## src/rtl/dot_product_accumulator.sv

```systemverilog
// Sums every N_TERMS accepted dot-product terms into one wider total.
// The total is presented on a valid/ready output and held until it is taken.
module dot_product_accumulator #(
    parameter int unsigned DOT_W   = 10,
    parameter int unsigned N_TERMS = 4,
    parameter int unsigned ACC_W   = DOT_W + $clog2(N_TERMS),
    parameter int unsigned CNT_W   = (N_TERMS > 1) ? $clog2(N_TERMS) : 1
) (
    input  logic             i_clk,
    input  logic             i_rstn,
    input  logic             i_clr,
    input  logic [DOT_W-1:0] i_dot,
    input  logic             i_valid,
    output logic             o_ready,
    output logic [ACC_W-1:0] o_sum,
    output logic             o_valid,
    input  logic             i_ready,
    output logic [CNT_W-1:0] o_count
);

    localparam logic [CNT_W-1:0] LAST_CNT = CNT_W'(N_TERMS - 1);

    typedef enum logic [0:0] {
        ST_ACCUM = 1'b0,
        ST_HOLD  = 1'b1
    } state_t;

    state_t           state;
    state_t           state_nxt;
    logic [ACC_W-1:0] acc;
    logic [ACC_W-1:0] acc_nxt;
    logic [ACC_W-1:0] sum_nxt;
    logic [ACC_W-1:0] term_ext;
    logic [CNT_W-1:0] count;
    logic [CNT_W-1:0] count_nxt;
    logic             valid_nxt;
    logic             accept;
    logic             take;
    logic             last;

    assign term_ext = ACC_W'(i_dot);
    assign accept   = i_valid & o_ready;
    assign take     = o_valid & i_ready;
    assign last     = (count == LAST_CNT);
    assign o_count  = count;

    // State register
    always_ff @(posedge i_clk or negedge i_rstn) begin
        if (!i_rstn) begin
            state <= ST_ACCUM;
        end else begin
            state <= state_nxt;
        end
    end

    // Next state and datapath next values; clear wins over accept and take
    always_comb begin
        state_nxt = state;
        acc_nxt   = acc;
        count_nxt = count;
        sum_nxt   = o_sum;
        valid_nxt = o_valid;
        if (i_clr) begin
            state_nxt = ST_ACCUM;
            acc_nxt   = '0;
            count_nxt = '0;
            valid_nxt = 1'b0;
        end else if (accept) begin
            if (last) begin
                // A pending result can only be here if it is taken this edge,
                // so the new total replaces it without a bubble.
                state_nxt = ST_HOLD;
                sum_nxt   = acc + term_ext;
                valid_nxt = 1'b1;
                acc_nxt   = '0;
                count_nxt = '0;
            end else begin
                state_nxt = ST_ACCUM;
                acc_nxt   = acc + term_ext;
                count_nxt = count + CNT_W'(1);
                valid_nxt = 1'b0;
            end
        end else if (take) begin
            state_nxt = ST_ACCUM;
            valid_nxt = 1'b0;
        end
    end

    // Ready: in HOLD the next group may start only as the result is taken
    always_comb begin
        o_ready = 1'b0;
        if (!i_clr) begin
            o_ready = (state == ST_HOLD) ? i_ready : 1'b1;
        end
    end

    // Accumulator, counter and registered result
    always_ff @(posedge i_clk or negedge i_rstn) begin
        if (!i_rstn) begin
            acc     <= '0;
            count   <= '0;
            o_sum   <= '0;
            o_valid <= 1'b0;
        end else begin
            acc     <= acc_nxt;
            count   <= count_nxt;
            o_sum   <= sum_nxt;
            o_valid <= valid_nxt;
        end
    end

endmodule
```

## config.mk

```make
export PLATFORM = sky130hd
export DESIGN_NAME = dot_product_accumulator
export DESIGN_NICKNAME = d
export VERILOG_FILES = /design/src/rtl/dot_product_accumulator.sv
export SDC_FILE = /design/constraint.sdc
export NUM_CORES = 1
export LEC_CHECK = 0
export CAP_MARGIN = 10
export CORE_MARGIN = 4
export CORE_UTILIZATION = 54
export CTS_CLUSTER_SIZE = 24
export DETAILED_ROUTE_END_ITERATION = 6
export PLACE_DENSITY = 0.94
export SLEW_MARGIN = 10
export SYNTH_ARGS = -nofsm -noshare
export SYNTH_HDL_FRONTEND = slang
export SYNTH_SLANG_ARGS = --single-unit
```

## constraint.sdc

```tcl
create_clock -name i_clk -period 5.1 [get_ports i_clk]
set_clock_uncertainty 0.15 [all_clocks]
set_input_delay 0.765 -clock i_clk [delete_from_list [all_inputs] [get_ports i_clk]]
set_output_delay 0.765 -clock i_clk [all_outputs]
set_load 0.05 [all_outputs]
```

Word-level counts from Yosys, hierarchy flattened
Index checks and enable logic that the tools add are counted.
{ "classes": {"addsub": 2, "eq_ne": 1, "muxes": 12, "bitwise_logic": 3, "n_reduce_logical": 3} }
{ "ops": {"columns": ["cell", "n"], "rows": [
  ["$mux 12", 3],
  ["$add 12x10->12", 1],
  ["$mux 1", 6],
  ["$mux 2", 3],
  ["$reduce_and 3->1", 1],
  ["$reduce_bool 3->1", 1],
  ["$add 2x1->2 const B", 1],
  ["$and 1x1->1", 2],
  ["$eq 2x2->1 const B", 1],
  ["$reduce_bool 2->1", 1],
  ["$not 1->1", 1]
]} }
{ "word_totals": {"reg_bits": 27, "inputBits": 15, "output_inout_bits": 16, "word_cells": 25} }

Logic depth before layout (Yosys ltp)
{ "logic_depth": {"depth_word": 5, "mapped_depth": 8, "ltp_nobuf": 8} }

Worst setup path after synthesis
OpenSTA, ideal clock, no wires.
{ "synth_path": {"kind": "input to output", "start": "in i_ready", "end": "out o_ready", "arrival_time_ns": 1.809, "t_required_ns": 4.185, "path_slack_ns": 2.376, "stages": 3, "n_path_buf": 1, "cell_sequence": "nand2b_1 > clkbuf_1 > nor2b_1"} }
{ "synth_between": {"elab_chain_cells": 2} }
{ "synth_lines": {"columns": ["item", "line", "text"], "rows": [
  ["from (decl)", "17", "input logic i_ready,"],
  ["$mux 1", "93", "o_ready = (state == ST_HOLD) ? i_ready : 1'b1;"],
  ["$mux 1", "92", "if (!i_clr) begin"],
  ["to (decl)", "14", "output logic o_ready,"]
]} }
Every way passes these cells.

Worst setup path after layout
Same ends and word-level chain as after synthesis.

==> metrics.md <==
| Metric | Value |
|---|---|
| Status | complete, no violations |
| Fraction of registers with async set/reset | 1.000 |
| Largest net degree at the start of global routing | 28 |
| Final non-filler cell total | 209 |
| WS Path Type | in -> out |
| GRT Total Usage | 0.2089 |
| Hold Vio Cnt, Final | 0 |
| Diodes inserted | 0 |
| First-pass GRT wire length | 5.816 mm |
| GPL Wtd Cong | ~0.89 |
| Number of buffers created by CTS | 3 |
| Maxcap violations | 0 |
| Avg WL per Cell | 16.38 um |
| Die height | 61.54 um |
| Max Buffers Root-to-Sink | 2 |
| Post-CTS Setup Inserts | 0 |
| Worst-skew pair later-pin latency | between 300 and 400 ps |
| WP data arrival | 2450 ps |
| CP Launch Type | primary input |
| Syn Inst Count | 147 |
| Yosys top cell area share | 0.4365 |
| CTS tree | yes |
| Buffers on Ports | 30 |
| Met2 wire len | between 1.5 and 2 mm |
| Unrepaired setup endpoints after global routing | false |
| YS warnings | 0 |
| Via count | 1238 |
| Top cells by count, synth | 27 x dfrtp_1, 16 x nand2_1, 11 x ha_1 |
| Max Used Layer | met4 |
| Ys flop type | dfrtp_1 |
| Clock root cell | clkbuf_4 |
| Top cell type by total area after synthesis | dfrtp_1 |
| R2R setup slack | 2840 ps |
| Hold buffers post-CTS | 0 |
| Post-synth EDFFs | 0 |
| Chip Width | 61.54 um |
| Initial core utilization | 0.5613 |
| Worst hold-check path type | reg -> reg |
| CP Capture Type | output port |
| Ratio of cells with drive above 1 in the final layout | 0.1292 |
| Peak VDD IR | roughly 0.28 mV |
| Sequential fraction of the synthesis area | 0.4365 |
| Slew Limit Fails | 0 |
| Final period utilization | 0.6596 |
| Final setup violation count | 0 |
| WL met1 | 1.429 mm |
| Post-DP HPWL | 2.638 mm |
| First-pass iteration count of the detailed router | 4 |
| Vias in the first global route | 1341 |
| CP Max Fanout | 7 |
| Clock sink total | 27 |
| Pwr/cell area | 355.3 nW/um2 |
| Synth top area cells | dfrtp_1 44%, ha_1 8.9%, mux2_2 5.8% |
| Resized cells post-CTS | 0 |
| Drt first-iter violations | 46 |
| Synth Register Bits | 27 |
| GR Overflow Total | 0 |
| Syn nets | 174 |
| DRC viols | 0 |
| Setup TNS | 0 ps |
| Slew headroom | 0.2671 |
| IO Pins | 31 |
| Count leader, synth | dfrtp_1 |
| Area of the core | 2758 um2 |
| Worst EP required | 4180 ps |
| WL met3 | 172 um |
| Tmin final | ~3400 ps |
| Placed cell count | roughly 200 |
| P&R area growth vs syn | 22.96% |
| Max frequency | around 300 MHz |
| Reg clk slew, reported paths | between 100 and 150 ps |
| Initial antenna violation count | 0 |
| Post-DRT Antenna Nets | 0 |
| Die Area | approximately 3800 um2 |
| H-tree lvl count | 1 |
| Via/cell ratio | 5.923 |
| Nets | 206 |
| Yosys cell types | 39 |
| Row count | 19 |
| LEAKAGE | 0.8887 nW |
| Worst Tran Pin Value | 1099 ps |
| Drt total wl | 3.423 mm |
| Avg Cell Area, Syn | 10.53 um2 |
| Mapped cell area | 1548 um2 |
==> routing by layer <==
metal,global-route usage,vias up
met1,0.2340,591
met5,0,-
met4,0.08788,0
met3,0.03774,9
met2,0.3842,45
li1,-,593
==> flip-flops by register name (all words and copies together), names as in the netlist <==
register and flops:
o_count 2, acc 12, o_valid 1, o_sum 12
==> cells by family after synthesis <==
group                    count (synthesis)  synth area share
adder cells (fa/ha/maj)                 12            0.1019
multiplexers                             8           0.05821
AO/OA/AOI/OAI                           47            0.2142
AND/OR/NAND/NOR                         37            0.1196
flip-flops                              27            0.4365
buffers and inverters                    7           0.01859
XOR/XNOR                                 9           0.05093
==> final cells by class <==
type	count	area, um2
clock buffer	4	26.28
fill	216	854.6
inverter	3	11.26
multi-input combinational	113	843.3
sequential	27	675.6
tap	31	38.79
timing repair buffer	31	307.8
==> power breakdown <==
part | switching (W) | total [W] | internal [W]
clock network | 0.0000605 | 0.0000912 | 0.0000306
logic | 0.000190 | 0.000313 | 0.000122
registers | 0.0000220 | 0.000272 | 0.000250
total | 0.000273 | 0.000676 | 0.000403
==> worst max-delay path: stages <==
cell and delay (ps):
clkdlybuf4s50_1 450, nand2b_1 240, nor2b_1 180, clkdlybuf4s50_1 810
==> per-stage QoR <==
| step | power (W) | hold WS [ps] | utilization | setup WS (ps) | cell area, um2 |
|---|---|---|---|---|---|
| floorplan | 0.0004887 | 303.8 | - | 2376 | 1548 |
| global placement | 0.0005747 | 312.5 | 0.6806 | 1812 | 1877 |
| detailed placement | 0.0005886 | 319.8 | 0.6806 | 1752 | 1877 |
| CTS | 0.0006798 | 350.7 | 0.6901 | 1739 | 1903 |
| global route | 0.0007162 | 398.6 | 0.6901 | 1658 | 1903 |
| finish | 0.0006761 | 348.3 | 0.6901 | 1736 | 1903 |
==> final timing paths <==
kind | startpoint | end | depth (start not counted)
max reg2reg | acc[0] | o_sum[8] | 8
min reg2reg | o_sum[10] | o_sum[10] | 2
max in group asynchronous | i_rstn | o_sum[7] | 2
min | o_sum[10] | o_sum[10] | 2
max | i_ready | o_ready | 4
min in group asynchronous | i_rstn | o_sum[1] | 2
==> placed cells by master, fill, tap and decap left out, types with 3 or more instances in the layout <==
cell type and n:
clkbuf_4 3, o21ai_0 9, a21oi_1 10, clkdlybuf4s50_1 30, mux2_2 8, inv_1 3
a22o_1 6, nand2_1 16, dfrtp_1 27, nand2b_1 3, xor2_1 5, nand3_1 3
ha_1 11, a21o_1 3, xnor2_1 4, nor2_1 3
Power figures use the tool's default switching activity.
